--- src/rtl/fetch_ctrl_pkg.sv ---
// Shared configuration for the fetch sequencer: widths, opcodes
// and the FSM state encoding.
package fetch_ctrl_pkg;

    localparam int XLEN = 32;

    localparam logic [6:0] OPCODE_JAL    = 7'b1101111;
    localparam logic [6:0] OPCODE_BREACH = 7'b1100011;

    localparam logic TRUE = 1'b1;

    typedef enum logic [1:0] {
        REQ  = 2'd0,
        WAIT = 2'd1,
        DROP = 2'd2
    } state_e;

endpackage

--- src/rtl/fetch_ctrl_bpu.sv ---
// Static branch predictor: redirect wins, then JAL, then
// backward branches taken, everything else falls through.
module fetch_ctrl_bpu
    import fetch_ctrl_pkg::*;
#(
    parameter int W = XLEN
) (
    input  logic [W-1:0] pc_i,
    input  logic [W-1:0] imm_i,
    input  logic [6:0]   opcode_i,
    input  logic         flush_flag_i,
    input  logic [W-1:0] flush_addr_i,
    output logic [W-1:0] pc_pred_o
);

    always_comb begin
        pc_pred_o = pc_i + W'(4);
        priority case (TRUE)
            flush_flag_i:
                pc_pred_o = flush_addr_i;
            (opcode_i == OPCODE_JAL):
                pc_pred_o = pc_i + imm_i;
            (opcode_i == OPCODE_BREACH) && imm_i[W-1]:
                pc_pred_o = pc_i + imm_i;
            default: ;
        endcase
    end

endmodule

--- src/rtl/fetch_ctrl.sv ---
// Fetch sequencer: owns the fetch PC, one outstanding imem request,
// one-entry decode buffer, flush redirect with stale-response drop.
module fetch_ctrl #(
    parameter int                          XLEN     = fetch_ctrl_pkg::XLEN,
    parameter logic [XLEN-1:0]             RESET_PC = '0
) (
    input  logic            clk,
    input  logic            rst_n,
    input  logic            flush_flag,
    input  logic [XLEN-1:0] flush_addr,
    output logic            imem_req_valid,
    input  logic            imem_req_ready,
    output logic [XLEN-1:0] imem_req_addr,
    input  logic            imem_rsp_valid,
    input  logic [31:0]     imem_rsp_data,
    output logic            id_valid,
    input  logic            id_ready,
    output logic [31:0]     id_inst,
    output logic [XLEN-1:0] id_pc,
    output logic [XLEN-1:0] id_pred_pc
);

    import fetch_ctrl_pkg::*;

    state_e          state_q, state_d;
    logic [XLEN-1:0] pc_q, pc_d;
    logic            id_valid_q, id_valid_d;
    logic [31:0]     id_inst_q, id_inst_d;
    logic [XLEN-1:0] id_pc_q, id_pc_d;
    logic [XLEN-1:0] id_pred_q, id_pred_d;

    logic [6:0]      opcode;
    logic [XLEN-1:0] imm;
    logic [XLEN-1:0] pc_pred;
    logic            req_hs;
    logic            load;

    assign opcode = imem_rsp_data[6:0];

    always_comb begin
        imm = '0;
        priority case (TRUE)
            (opcode == OPCODE_JAL):
                imm = {{(XLEN-20){imem_rsp_data[31]}},
                       imem_rsp_data[19:12],
                       imem_rsp_data[20],
                       imem_rsp_data[30:21], 1'b0};
            (opcode == OPCODE_BREACH):
                imm = {{(XLEN-12){imem_rsp_data[31]}},
                       imem_rsp_data[7],
                       imem_rsp_data[30:25],
                       imem_rsp_data[11:8], 1'b0};
            default: ;
        endcase
    end

    fetch_ctrl_bpu #(
        .W(XLEN)
    ) u_bpu (
        .pc_i        (pc_q),
        .imm_i       (imm),
        .opcode_i    (opcode),
        .flush_flag_i(flush_flag),
        .flush_addr_i(flush_addr),
        .pc_pred_o   (pc_pred)
    );

    // Held low while reset is asserted so no request leaks out of reset.
    assign imem_req_valid = rst_n && (state_q == REQ) &&
                            (!id_valid_q || id_ready);
    assign imem_req_addr  = pc_q;
    assign req_hs         = imem_req_valid && imem_req_ready;
    assign load           = (state_q == WAIT) && imem_rsp_valid &&
                            !flush_flag;

    always_comb begin
        state_d    = state_q;
        pc_d       = pc_q;
        id_valid_d = id_valid_q && !id_ready;
        id_inst_d  = id_inst_q;
        id_pc_d    = id_pc_q;
        id_pred_d  = id_pred_q;

        unique case (state_q)
            REQ: begin
                if (req_hs)
                    state_d = flush_flag ? DROP : WAIT;
            end
            WAIT: begin
                if (imem_rsp_valid)
                    state_d = REQ;
                else if (flush_flag)
                    state_d = DROP;
            end
            DROP: begin
                if (imem_rsp_valid)
                    state_d = REQ;
            end
            default: state_d = REQ;
        endcase

        if (load) begin
            id_valid_d = 1'b1;
            id_inst_d  = imem_rsp_data;
            id_pc_d    = pc_q;
            id_pred_d  = pc_pred;
            pc_d       = pc_pred;
        end

        if (flush_flag) begin
            id_valid_d = 1'b0;
            pc_d       = flush_addr;
        end
    end

    always_ff @(posedge clk) begin
        if (!rst_n) begin
            state_q    <= REQ;
            pc_q       <= RESET_PC;
            id_valid_q <= 1'b0;
            id_inst_q  <= '0;
            id_pc_q    <= '0;
            id_pred_q  <= '0;
        end else begin
            state_q    <= state_d;
            pc_q       <= pc_d;
            id_valid_q <= id_valid_d;
            id_inst_q  <= id_inst_d;
            id_pc_q    <= id_pc_d;
            id_pred_q  <= id_pred_d;
        end
    end

    assign id_valid   = id_valid_q;
    assign id_inst    = id_inst_q;
    assign id_pc      = id_pc_q;
    assign id_pred_pc = id_pred_q;

endmodule

--- config.mk ---
export PLATFORM = sky130hd
export DESIGN_NAME = fetch_ctrl
export DESIGN_NICKNAME = d
export VERILOG_FILES = /design/src/rtl/fetch_ctrl_pkg.sv /design/src/rtl/fetch_ctrl_bpu.sv /design/src/rtl/fetch_ctrl.sv
export SDC_FILE = /design/constraint.sdc
export NUM_CORES = 1
export LEC_CHECK = 0
export ABC_CLOCK_PERIOD_IN_PS = 11790
export CAP_MARGIN = 10
export CORE_MARGIN = 1.5
export CORE_UTILIZATION = 40
export DETAILED_ROUTE_END_ITERATION = 8
export PLACE_DENSITY = 0.71
export SYNTH_ARGS = -nofsm -noshare
export SYNTH_HDL_FRONTEND = slang
export SYNTH_SLANG_ARGS = --single-unit
--- constraint.sdc ---
create_clock -name clk -period 11.79 [get_ports clk]
set_input_delay 3.537 -clock clk [delete_from_list [all_inputs] [get_ports clk]]
set_output_delay 3.537 -clock clk [all_outputs]
set_load 0.01 [all_outputs]
; ---- Word level (Yosys, flattened, before mapping)
; Cells that the tools add are included.
; W data, S select, Z words.
[op_classes]
bitwise = 1
add_sub_neg = 2
reduce_logical = 15
n_eq_ne = 7
muxes = 14
[ops]
columns = operator, count
row1 = $mux W32, 7
row2 = $add A32 B3 Y32 const B, 1
row3 = $add A32 B32 Y32, 1
row4 = $eq A7 B7 Y1 const B, 2
row5 = $mux W2, 5
row6 = $logic_and A1 B1 Y1, 7
row7 = $pmux W2 S3, 1
row8 = $ne A2 B2 Y1 const B, 2
row9 = $logic_not A1 Y1, 3
row10 = $ne A3 B3 Y1 const B, 1
row11 = $reduce_and A3 Y1, 1
row12 = $eq A2 B1 Y1 const B, 1
row13 = $eq A2 B2 Y1 const B, 1
row14 = $logic_not A2 Y1, 1
row15 = $reduce_bool A2 Y1, 1
row16 = $reduce_or A2 Y1, 1
row17 = $logic_or A1 B1 Y1, 1
row18 = $mux W1, 1
row19 = $not A1 Y1, 1
[word_totals]
input_bits = 70
out_inout_bits = 130
elab_cells = 45
ff_bits = 131

; ---- Longest topological paths before layout
; Gate-level depths: netlist (run 1).
[depth]
depth_word = 9
mapped_depth = 15
depth_no_buf = 15

; ---- Modules after synthesis
; From an unflattened synthesis (run 1), not the netlist that was laid out.
[unflattened]
hier_cells = 1100
area_unflattened_um2 = 8164.1
[by_module_without_submodules]
columns = module, cells_per_inst, instances, area_per_inst_um2, seq_area_each_um2
row1 = fetch_ctrl, 670, 1, 5298.8, 2622.5
row2 = fetch_ctrl_bpu, 430, 1, 2865.2, 0.0

; ---- Least setup slack after synthesis (run 1)
; No wires, ideal clock.
[synth_path]
kind = in2out
startpoint = input rst_n
endpoint = output imem_req_valid
stages = 4
slack_ps = 3926
t_required_ps = 8253
n_path_buf = 2
t_arrival_ps = 4327
path_cell_list = clkbuf_1 clkbuf_1 nand2_1 nor3_1
[synth_between]
elab_chain_len = 2
[synth_rtl]
columns = item, line_no
row1 = start: declaration, fetch_ctrl.sv:8  ; input logic rst_n,
row2 = $logic_and A1 B1 Y1 (2 in series), fetch_ctrl.sv:69  ; assign imem_req_valid = rst_n && (state_q == REQ) &&
row3 = end: declaration, fetch_ctrl.sv:11  ; output logic imem_req_valid,
; Every way passes these cells.

; ---- Worst setup path in the final report (run 1)
[layout_path]
startpoint = input id_ready
endpoint = output imem_req_valid
[layout_between]
elab_chain_len = 2
[layout_rtl]
columns = item, line_no
row1 = start: declaration, fetch_ctrl.sv:17  ; input logic id_ready,
row2 = $logic_or A1 B1 Y1, fetch_ctrl.sv:70  ; (!id_valid_q || id_ready);
row3 = $logic_and A1 B1 Y1, fetch_ctrl.sv:69
; Every way passes these cells.

==> impl_results.md, run 1 <==
- Status: finished clean
- Antenna diodes: 0
- DR iter-0 viols: 688
- RSZ-0062 raised after global routing: no
- Final std cells w/o fill: 1422
- Post-synthesis sequential area ratio: 0.339
- PostCTS Resize Cnt: 0
- Post-synth EDFFs: 0
- Row count: 50
- Via count: 7687
- Final hold vios: 0
- RR Startpoint: state_q[0]
- Largest net degree at the start of global routing: 95
- # setup viols final: 0
- Gr usage total: 0.250
- HP Start: id_pc[28]
- Synth area leader: dfxtp_1
- Post-synth top cells: 195 x nand2_1, 131 x dfxtp_1, 72 x a21boi_0
- Synth top area cells: dfxtp_1 34%, nand2_1 9.5%, a21boi_0 7.0%
- Switching power share of the total: 0.251
- Post-place setup slack: 3360 ps
- Crit path time final: 8430 ps
- CTS tree: built
- Main synth FF type: dfxtp_1
- Net Count, Synth: 1088
- Buffers added on ports: 199
- Sum Neg Setup Slack: 0 ps
- Post-CTS Hold Buffers: 0
- CTS clk-pin slew, worst paths: 60 ps
- Cell with the most instances after synthesis: nand2_1
- Synth Warn #: 0
- Ys async rst share: 0
- Cell Pwr Density: 117 mW/mm^2
- Setup slack after layout: 3360 ps
- Post-route DRC: 0
- Crit path DAT: 4900 ps
- Post-DP HPWL: 18200 microns
- Final instance area: 0.0105 sq mm
- Dpl cells: 1390
- First-pass GRT wire length: 39200 microns
- Setup crit start: id_ready
- Total I/O pin count: 200
- Final count of pins violating max slew: 0
- P&R area growth vs syn: 36.1%
- Internal Pwr Total: 922 uW
- Clock Latency Late Sink: 430 ps
- Initial DRT Pass Iterations: 5
- Worst setup SP type: input pin
- Mapped Area: 0.00774 sq mm
- Vias in the first global route: 7126
- Worst Setup Path Type: in2out
- Worst-path maximum fanout: 3
- Clk sinks: 131
- Avg Inst Size Synth: 7.85 sq um
- Core Box Area: 0.0188 sq mm
- Psw: 308 uW
- Tightest Pin Transition: 1020 ps
- CTS Buf Count: 17
- FILL cells: 1754
- Final net count: 1251
- Routability Congestion: 0.929
- Initial Util: 0.411
- #FFs+latches synth: 131
- Min-delay worst type: reg2reg
- Vias per inst: 5.41
- Clock share of power: 0.502
- Grt ovf: 0
- Sequential Power Share: 0.387
- Post-Syn Instances: 986
- Worst-case clock buffer depth: 2
- Htree depth: 4
- Comb pwr share: 0.110
- Postcts setup bufs: 0
- Height of the die: 142 microns
- Die area: 0.0202 sq mm
- DRT antenna net count: 0
- Root buf cell: clkbuf_16
- Leakage: 4.07 nW
- Top-area cell type share of the netlist area: 0.339
- Number of antenna violations at the first check in global routing: 0
- Final WL: 25500 microns
- Share of layout cells above drive strength 1: 0.0594
- Worst Path Required: 8250 ps
- Peak supply drop: 0.103 mV
- Placement-stage cell area: 0.00987 sq mm
- Total of max-cap violations: 0
- WL/cell: 17.9 microns
- Fmax: 119 MHz
- Final period utilization: 0.715
- Critical Path End Type: output port
- Die Width: 142 microns
- Max transition margin: 0.321
- Distinct cell type count after synthesis: 70
- Clock skew: 8.35 ps
-- per-layer routing --
metal  part of all wire  up-vias  track usage
met5                  0        -            0
met4              0.018        0       0.0705
met3              0.094       30       0.0740
met2               0.42      313        0.363
met1               0.47     3550        0.357
li1                   -     3794            -
-- through the flow --
stage	hold WS (ps)	utilization	total power, mW
after floorplan	479	-	0.547
after global placement	452	0.524	0.618
after detailed placement	457	0.524	0.619
after CTS	466	0.560	1.23
after global routing	478	0.560	1.27
final	461	0.560	1.23
-- flip-flops by register name, summed over array words and instances, names as in the netlist --
register,cells
id_inst,32
id_pc,32
id_pred_pc,32
imem_req_addr,32
state_q,2
id_valid,1
-- logic make-up after synthesis --
logic type / synth area share
AO/OA/AOI/OAI: 0.266
XOR/XNOR: 0.0554
buffers and inverters: 0.0386
multiplexers: 0.0157
AND/OR/NAND/NOR: 0.233
flip-flops: 0.339
adder cells (fa/ha/maj): 0.0527
-- cell usage in the layout, fill, tap and decap left out, drive strengths merged, types with 3 or more instances in the layout --
cell,count
o31ai,3
and4,5
and3,9
a21oi,55
bufinv,6
nand4,12
o211ai,15
nor3,16
mux2i,11
a211oi,10
a21boi,73
o21bai,5
a211o,3
dfxtp,131
clkbuf,17
ha,31
o21a,6
nor2,68
o21ai,61
clkdlybuf4s50,198
xnor2,27
or3,16
or2,5
and2,23
a21o,26
nand3,35
inv,17
clkinv,5
a221oi,3
nand2,195
nor2b,6
buf,7
o211a,9
xor2,22
-- worst max-delay path: stages --
cell,delay [ps]
clkdlybuf4s50_1,440
nand2b_1,130
nand2_1,60
nor3_1,160
clkdlybuf4s50_1,560
-- area by class of cell --
class / count / area [sq um] / area share
Timing Repair Buffer: 205 / 2030 / 0.193
Multi-Input combinational cell: 781 / 4840 / 0.459
Inverter: 13 / 48.8 / 0.00463
Clock buffer: 17 / 425 / 0.0404
Sequential cell: 131 / 2620 / 0.249
Clock inverter: 15 / 251 / 0.0239
Tap cell: 260 / 325 / 0.0309
-- power groups by stage --
| stage | Sequential [mW] | Clock [mW] | Combinational [mW] |
|---|---|---|---|
| floorplan | 0.480 | 0 | 0.0670 |
| global placement | 0.485 | 0 | 0.133 |
| detailed placement | 0.485 | 0 | 0.134 |
| CTS | 0.476 | 0.623 | 0.135 |
| global route | 0.478 | 0.643 | 0.147 |
| finish | 0.476 | 0.618 | 0.136 |
-- final timing paths --
kind / end / slack (ps) / depth (start not counted)
min: id_pc[28] / 460 / 2
max reg2reg: imem_req_addr[31] / 8710 / 8
min reg2reg: id_pc[28] / 460 / 2
max: imem_req_valid / 3360 / 5
No activity file was read; power rests on OpenSTA's default activity.
==> run 2, diff against run 1 <==
--- a/config.mk
+++ b/config.mk
@@ -5,7 +5,7 @@
 export SDC_FILE = /design/constraint.sdc
 export NUM_CORES = 1
 export LEC_CHECK = 0
-export ABC_CLOCK_PERIOD_IN_PS = 11790
+export ABC_CLOCK_PERIOD_IN_PS = 8500
 export CAP_MARGIN = 10
 export CORE_MARGIN = 1.5
 export CORE_UTILIZATION = 40
==> constraint.sdc (replaced) <==
create_clock -name clk -period 8.5 [get_ports clk]
set_input_delay 2.55 -clock clk [delete_from_list [all_inputs] [get_ports clk]]
set_output_delay 2.55 -clock clk [all_outputs]
set_load 0.01 [all_outputs]
==> run 2 against run 1 <==
Against the previous run: clock skew grew 0.84 ps; flip-flop and latch count is the same; critical path depth grew 11; final cell count is essentially flat; critical endpoint is now id_pred_pc[27]; worst hold slack gained 0.80 ps; die area is the same; clock power grew 17%; register-to-register slack lost 3200 ps; highest routed layer unchanged.
==> impl_results.md, run 2 (same netlist as run 1, synthesis figures left out) <==
- Status: finished clean
- WL/cell: 18.3 microns
- Die Width: 142 microns
- Post-CTS Hold Buffers: 0
- Crit path time final: 6680 ps
- Dpl cells: 1391
- CTS Buf Count: 17
- Vias per inst: 5.45
- Max transition margin: 0.330
- Final count of pins violating max slew: 0
- Buffers added on ports: 199
- Antenna diodes: 0
- Number of antenna violations at the first check in global routing: 0
- Postcts setup bufs: 0
- Worst-case clock buffer depth: 2
- PostCTS Resize Cnt: 0
- Tightest Pin Transition: 1000 ps
- Final period utilization: 0.786
- Cell Pwr Density: 150 mW/mm^2
- Crit path max-delay family: compound AO/OA/AOI/OAI gates
- Total of max-cap violations: 0
- Crit-path slowest cell: nor2_1
- Core Box Area: 0.0188 sq mm
- Placement-stage cell area: 0.00987 sq mm
- Peak supply drop: 0.145 mV
- Total I/O pin count: 200
- Final instance area: 0.0104 sq mm
- Htree depth: 4
- Final std cells w/o fill: 1423
- First-pass GRT wire length: 40400 microns
- Final core utilization: 0.555
- CP bufs+invs: 1
- Largest net degree at the start of global routing: 88
- Most frequent cells in the layout: 198 x clkdlybuf4s50_1, 194 x nand2_1, 131 x dfxtp_1
- Initial Util: 0.411
- Vias in the first global route: 7261
- Worst-path maximum fanout: 13
- FILL cells: 1761
- Height of the die: 142 microns
- Routability Congestion: 0.929
- Worst setup SP type: input pin
- Post-DP HPWL: 18700 microns
- # setup viols final: 0
- Clk sinks: 131
- Share of layout cells above drive strength 1: 0.0602
- DRT antenna net count: 0
- Gr usage total: 0.258
- Crit-path cells: clkdlybuf4s50_1 > nand4b_1 > or2_2 > nor2_1 > mux2i_1 > nor2_1 > ha_1 > fa_1 > a21oi_2 > o211ai_2 > a221oi_4 > o21bai_4 > a211oi_1 > xnor2_1 > o211ai_1 > a21boi_0
- Crit path DAT: 7020 ps
- Worst Setup Path Type: in2reg
- DR iter-0 viols: 759
- Grt ovf: 0
- Final WL: 26000 microns
- Tot Pwr: 1.57 mW
- Leakage: 4.01 nW
- Via count: 7756
- Critical Path End Type: flip-flop
- Worst Path Required: 8840 ps
- RSZ-0062 raised after global routing: no
- FF+latch area: 0.00262 sq mm
- CTS tree: built
- Final net count: 1252
- Die area: 0.0202 sq mm
- CP most frequent cell: nor2_1
- Fmax: 150 MHz
- Root buf cell: clkbuf_16
- Setup slack after layout: 1820 ps
- Most common cell after layout, fill and taps aside: clkdlybuf4s50_1
- Fin Hold WS: 462 ps
- Min-delay worst type: reg2reg
- Initial DRT Pass Iterations: 5
- CTS clk-pin slew, worst paths: 60 ps
- Area of the multi-input gates: 0.00484 sq mm
- Post-place setup slack: 1430 ps
- Clock Latency Late Sink: 430 ps
- Sum Neg Setup Slack: 0 ps
- Row count: 50
- Final hold vios: 0
- Post-route DRC: 0
- P&R area growth vs syn: 34.9%
- Clock skew: 9.20 ps
- Slowest stage delay, CP: 750 ps
## run 2: changes by cell type in the layout (fill, tap and decap cells not counted)
cell / change
buf_4: +1
bufinv_16: -5
clkbuf_8: +2
clkinv_4: -3
clkinvlp_4: +5
inv_6: +1
## run 2: layer usage
layer | share of wire | GRT usage | wire length [microns] | vias up
met5 | 0 | 0 | 0 | -
met4 | 0.013 | 0.0657 | 340 | 0
met3 | 0.097 | 0.0599 | 2530 | 27
met2 | 0.41 | 0.377 | 10800 | 364
met1 | 0.47 | 0.379 | 12300 | 3573
li1 | - | - | - | 3792
## run 2: final timing paths
path / start / endpoint / slack [ps] / depth (start not counted)
min reg2reg: id_inst[5] / id_inst[5] / 460 / 2
max reg2reg: imem_req_addr[7] / imem_req_addr[28] / 5520 / 9
max: imem_rsp_data[1] / id_pred_pc[27] / 1820 / 16
min: id_inst[5] / id_inst[5] / 460 / 2
## run 2: power breakdown
part           total (mW)  switching, mW  internal (mW)
logic               0.189         0.0931         0.0964
clock network       0.722          0.301          0.421
registers           0.661         0.0324          0.628
## run 2: worst reg2reg max path: stages, from the launching register on
cell and delay (ps):
dfxtp_1 570, ha_1 370, a21oi_1 200, o21ai_0 170
or2_0 250, o21ai_2 330, o211ai_2 260, a311o_1 410
a21oi_1 200, nor3_1 100
## run 2: final cells by class
type | count | share of cell area
Sequential cell | 131 | 0.251
Clock buffer | 19 | 0.0434
Tap cell | 260 | 0.0311
Multi-Input combinational cell | 781 | 0.463
Timing Repair Buffer | 206 | 0.195
Clock inverter | 13 | 0.0116
Inverter | 13 | 0.00467
==> run 3, diff against run 2 <==
--- a/config.mk
+++ b/config.mk
@@ -5,12 +5,12 @@
 export SDC_FILE = /design/constraint.sdc
 export NUM_CORES = 1
 export LEC_CHECK = 0
-export ABC_CLOCK_PERIOD_IN_PS = 8500
+export ABC_CLOCK_PERIOD_IN_PS = 5400
 export CAP_MARGIN = 10
 export CORE_MARGIN = 1.5
 export CORE_UTILIZATION = 40
 export DETAILED_ROUTE_END_ITERATION = 8
-export PLACE_DENSITY = 0.71
+export PLACE_DENSITY = 0.73
 export SYNTH_ARGS = -nofsm -noshare
 export SYNTH_HDL_FRONTEND = slang
 export SYNTH_SLANG_ARGS = --single-unit
==> constraint.sdc (replaced) <==
create_clock -name clk -period 5.4 [get_ports clk]
set_input_delay 1.62 -clock clk [delete_from_list [all_inputs] [get_ports clk]]
set_output_delay 1.62 -clock clk [all_outputs]
set_load 0.01 [all_outputs]
==> run 3 against run 2 <==
Against the previous run: worst hold slack got worse by 5.7 ps; cell area increased by 2.5%; setup slack lost 1500 ps; die area unchanged; core utilization up 1.4 points; final cell count increased by 1.9%; largest cell class unchanged.
==> impl_results.md, run 3 (same netlist as run 1, synthesis figures left out) <==
- Final WL: 26000 microns
- Postcts setup bufs: 0
- Die area: 0.0202 sq mm
- Largest net degree at the start of global routing: 69
- # setup viols final: 0
- Status: finished clean
- Vias per inst: 5.42
- Gr usage total: 0.256
- Sequential Power Share: 0.401
- Worst-case clock buffer depth: 2
- Post-DP HPWL: 18900 microns
- Row count: 50
- Root buf cell: clkbuf_16
- Sum Neg Setup Slack: 0 ps
- Final period utilization: 0.942
- FILL cells: 1754
- Routability Congestion: 0.930
- Share of layout cells above drive strength 1: 0.0807
- CTS Buf Count: 17
- Min-delay worst type: reg2reg
- Buffers added on ports: 199
- Total of max-cap violations: 0
- CTS tree: built
- Fin Hold WS: 456 ps
- Most common cell after layout, fill and taps aside: clkdlybuf4s50_1
- Final net count: 1279
- Via count: 7862
- Worst Path Required: 5710 ps
- Worst setup SP type: input pin
- Total I/O pin count: 200
- Psw: 655 uW
- Worst-path maximum fanout: 9
- Worst Setup Path Type: in2reg
- Most frequent cells in the layout: 198 x clkdlybuf4s50_1, 194 x nand2_1, 131 x dfxtp_1
- Leakage: 4.18 nW
- Number of antenna violations at the first check in global routing: 0
- CTS clk-pin slew, worst paths: 60 ps
- Final count of pins violating max slew: 0
- Cell Pwr Density: 243 mW/mm^2
- Peak supply drop: 0.205 mV
- Comb pwr share: 0.117
- Max transition margin: 0.583
- DRT antenna net count: 0
- Vias in the first global route: 7231
- Height of the die: 142 microns
- Crit path DAT: 5390 ps
- Internal Pwr Total: 1.95 mW
- Antenna diodes: 0
- Final hold vios: 0
- Initial DRT Pass Iterations: 5
- Core Box Area: 0.0188 sq mm
- Htree depth: 4
- Clock skew: 8.57 ps
- Fmax: 197 MHz
- RSZ-0062 raised after global routing: no
- Post-route DRC: 0
- PostCTS Resize Cnt: 0
- Critical Path End Type: flip-flop
- Clock Latency Late Sink: 420 ps
- Initial Util: 0.411
- Die Width: 142 microns
- DR iter-0 viols: 727
- P&R area growth vs syn: 38.3%
- Post-CTS Hold Buffers: 0
- Grt ovf: 0
- Clock share of power: 0.482
- First-pass GRT wire length: 40000 microns
- WL/cell: 17.9 microns
- Tightest Pin Transition: 626 ps
- Crit path time final: 5090 ps
- Switching power share of the total: 0.252
- Clk sinks: 131
## run 3: power groups by stage
stage                     Combinational (mW)  Clock [mW]  Sequential, mW
after floorplan                        0.146           0            1.05
after global placement                 0.298           0            1.06
after detailed placement               0.301           0            1.06
after CTS                              0.303        1.27            1.04
after global routing                   0.331        1.31            1.04
final                                  0.305        1.25            1.04
## run 3: final timing paths
path | start | slack [ps] | endpoint | cells after the start
max | imem_rsp_data[4] | 310 | imem_req_addr[19] | 17
min | id_pred_pc[18] | 460 | id_pred_pc[18] | 2
max reg2reg | imem_req_addr[1] | 2570 | imem_req_addr[19] | 10
min reg2reg | id_pred_pc[18] | 460 | id_pred_pc[18] | 2
## run 3: critical path, cell delays in order
cell and delay (ps):
clkdlybuf4s50_1 420, nand4b_1 230, or2_2 320, nor2_1 110
buf_4 170, buf_4 150, mux2i_1 210, nor2_1 100
fa_1 460, a21oi_2 200, o211ai_2 130, a21oi_1 230
a211oi_1 120, and3_1 220, or3_1 370, a211oi_1 230
o31ai_1 110
## run 3: layout make-up
cell class / count / area, sq um / share of cell area
Inverter: 13 / 48.8 / 0.00455
Tap cell: 260 / 325 / 0.0304
Sequential cell: 131 / 2620 / 0.245
Clock inverter: 12 / 180 / 0.0168
Timing Repair Buffer: 233 / 2240 / 0.209
Clock buffer: 20 / 457 / 0.0426
Multi-Input combinational cell: 781 / 4840 / 0.452
## run 3: per-layer routing
layer  wire (microns)  GRT usage  part of all wire  vias to the layer above
li1                 -          -                 -                     3849
met1            12100      0.374              0.47                     3575
met2            10600      0.367              0.41                      399
met3             2720     0.0572              0.10                       39
met4              527     0.0884             0.020                        0
met5                0          0                 0                        -
## run 3: through the flow
stage / utilization / area (sq um) / std cells / power [mW] / worst slack, ps
after global routing: 0.569 / 10700 / 1450 / 2.68 / 146
after global placement: 0.535 / 10100 / 1418 / 1.36 / -6.99
after CTS: 0.569 / 10700 / 1450 / 2.61 / 353
after floorplan: - / 7740 / 986 / 1.19 / 352
after detailed placement: 0.535 / 10100 / 1418 / 1.36 / -63.1
final: 0.569 / 10700 / 1450 / 2.60 / 311
==> edit (settings of run 2) <==
Set the package constant `XLEN` to 28 (it was 32).
--- a/src/rtl/fetch_ctrl_pkg.sv
+++ b/src/rtl/fetch_ctrl_pkg.sv
@@ -4,3 +4,3 @@
 
-    localparam int XLEN = 32;
+    localparam int XLEN = 28;
 
Interface: changed (resized flush_addr, id_pc, id_pred_pc and imem_req_addr); port bits go from 200 to 184. No check against the original RTL was run, so the function may have changed too.
==> edit against run 2 <==
- wire length decreased by 12%
- non-clock buffer count fell by 14
- power is 10% lower
- worst hold slack worse by 0.017 ns
- sequential cell count is 12 lower
- first-iteration DRC count down 14%
- critical path depth is 11 lower
- maximum frequency increased by 0.30%
- sequential power is 9.7% lower
- synthesized cell count is 6.2% lower
- cell area is 11% lower
- setup slack improved by 0.020 ns
- synthesized area shrank 10%
- critical path type is now in -> out
- largest cell class unchanged
- highest routed layer unchanged
==> edit: results (changes against run 2) <==
Global routing
  • First-pass GRT wire length: 35.29 mm (-13%)
  • Largest net degree at the start of global routing: 68 (-23%)
  • GRT Util Overall: 24.86% (-0.91 points)
  • Vias in the first global route: 6,392 (-12%)

Yosys
  • Post-synth top cells: 185 x nand2_1, 127 x a21oi_1, 119 x dfxtp_1
  • Post-synthesis adder-cell area fraction: 5.162% (-0.10 points)
  • Net Count, Synth: 1,019 (-6.3%)
  • Seq/Total Area, Yosys: 34.37% (+0.50 points)
  • Unique masters post-synth: 75 (+7.1%)
  • Synth Area in XOR/XNOR: 5.307% (-0.24 points)
  • Mux cell area share after synthesis: 2.040% (+0.47 points)
  • Compound-Gate Fraction of Synth Area: 23.70% (-2.9 points)

Timing
  • Worst slew pin tran: 1.018 ns (+0.01342 ns)
  • Max Clock Skew: 0.01099 ns (+0.001797 ns)
  • Setup ws final: 1.842 ns (+0.01973 ns)

Placed design
  • Routability cong.: 0.9311 (+0.27%)
  • DP Area: 8821 µm² (-11%)
  • PortBufs: 183 (-8.0%)
  • Cell count after placement: 1,274 (-8.4%)
  • Post-DP HPWL: 16.73 mm (-10%)

Route
  • Routed wl met3: 1.984 mm (-22%)
  • Drt total wl: 22.92 mm (-12%)
  • DR WL met2: 9.892 mm (-8.2%)
  • Initial DRC count: 649 (-14%)

Worst setup path
  • FF-to-FF End: imem_req_addr[17]
  • Slowest cell on the critical path: clkdlybuf4s50_1
  • Crit path largest cell delay: 0.56 ns (-0.19 ns)
  • Reg2reg start: imem_req_addr[1]
  • Critical Path Start: rst_n
  • CP Capture Point: imem_req_valid

Cells and area
  • Clock buffer count: 20 (+1)
  • Final nets: 1,167 (-6.8%)
  • Fill cell count: 1,582 (-10%)
  • Number of non-clock buffers: 192 (-6.8%)
  • Logic inverters: 6 (-7)
  • FF/Latch Area: 2382 µm² (-9.2%)
  • Number of multi-input logic gates: 737 (-5.6%)

Outcome
  • Outcome: finished, final reports clean

Hold path
  • Hold Path Sink: id_pred_pc[20]

Power
  • Int Pwr: 0.001046 W (-8.6%)

Floorplan
  • Core ar.: 16,760 µm² (-11%)

Clock network
  • TritonCTS sink count: 119 (-9.2%)
edit: changes by cell type after synthesis, moves of 13 or more:
cell	delta
a21oi_1	+76
nand3_1	-13
and2_1	-13
nor2_1	+26
a21boi_0	-71
a21o_1	-17
edit: cell families after synthesis:
kind of cell / after synthesis
and+or+nand+nor: 387
AOI/OAI and AO/OA: 266
DFF: 119
buffers and inverters: 69
xor gates and xnor gates: 42
adders and majority gates: 28
muxes: 14
edit: power by group through the flow:
stage	sequential, W	combinational (W)	clock (W)
after CTS	0.000595	0.000164	0.000658
final	0.000597	0.000166	0.000650
after detailed placement	0.000607	0.000163	0
after floorplan	0.000601	0.0000842	0
after global routing	0.000598	0.000180	0.000681
after global placement	0.000607	0.000162	0
edit: routing by layer:
metal  up-vias  GRT usage [%]
met5         -              0
met4         0          6.332
met3        28          5.443
met2       320          36.15
met1      3387          37.00
li1       3562              -
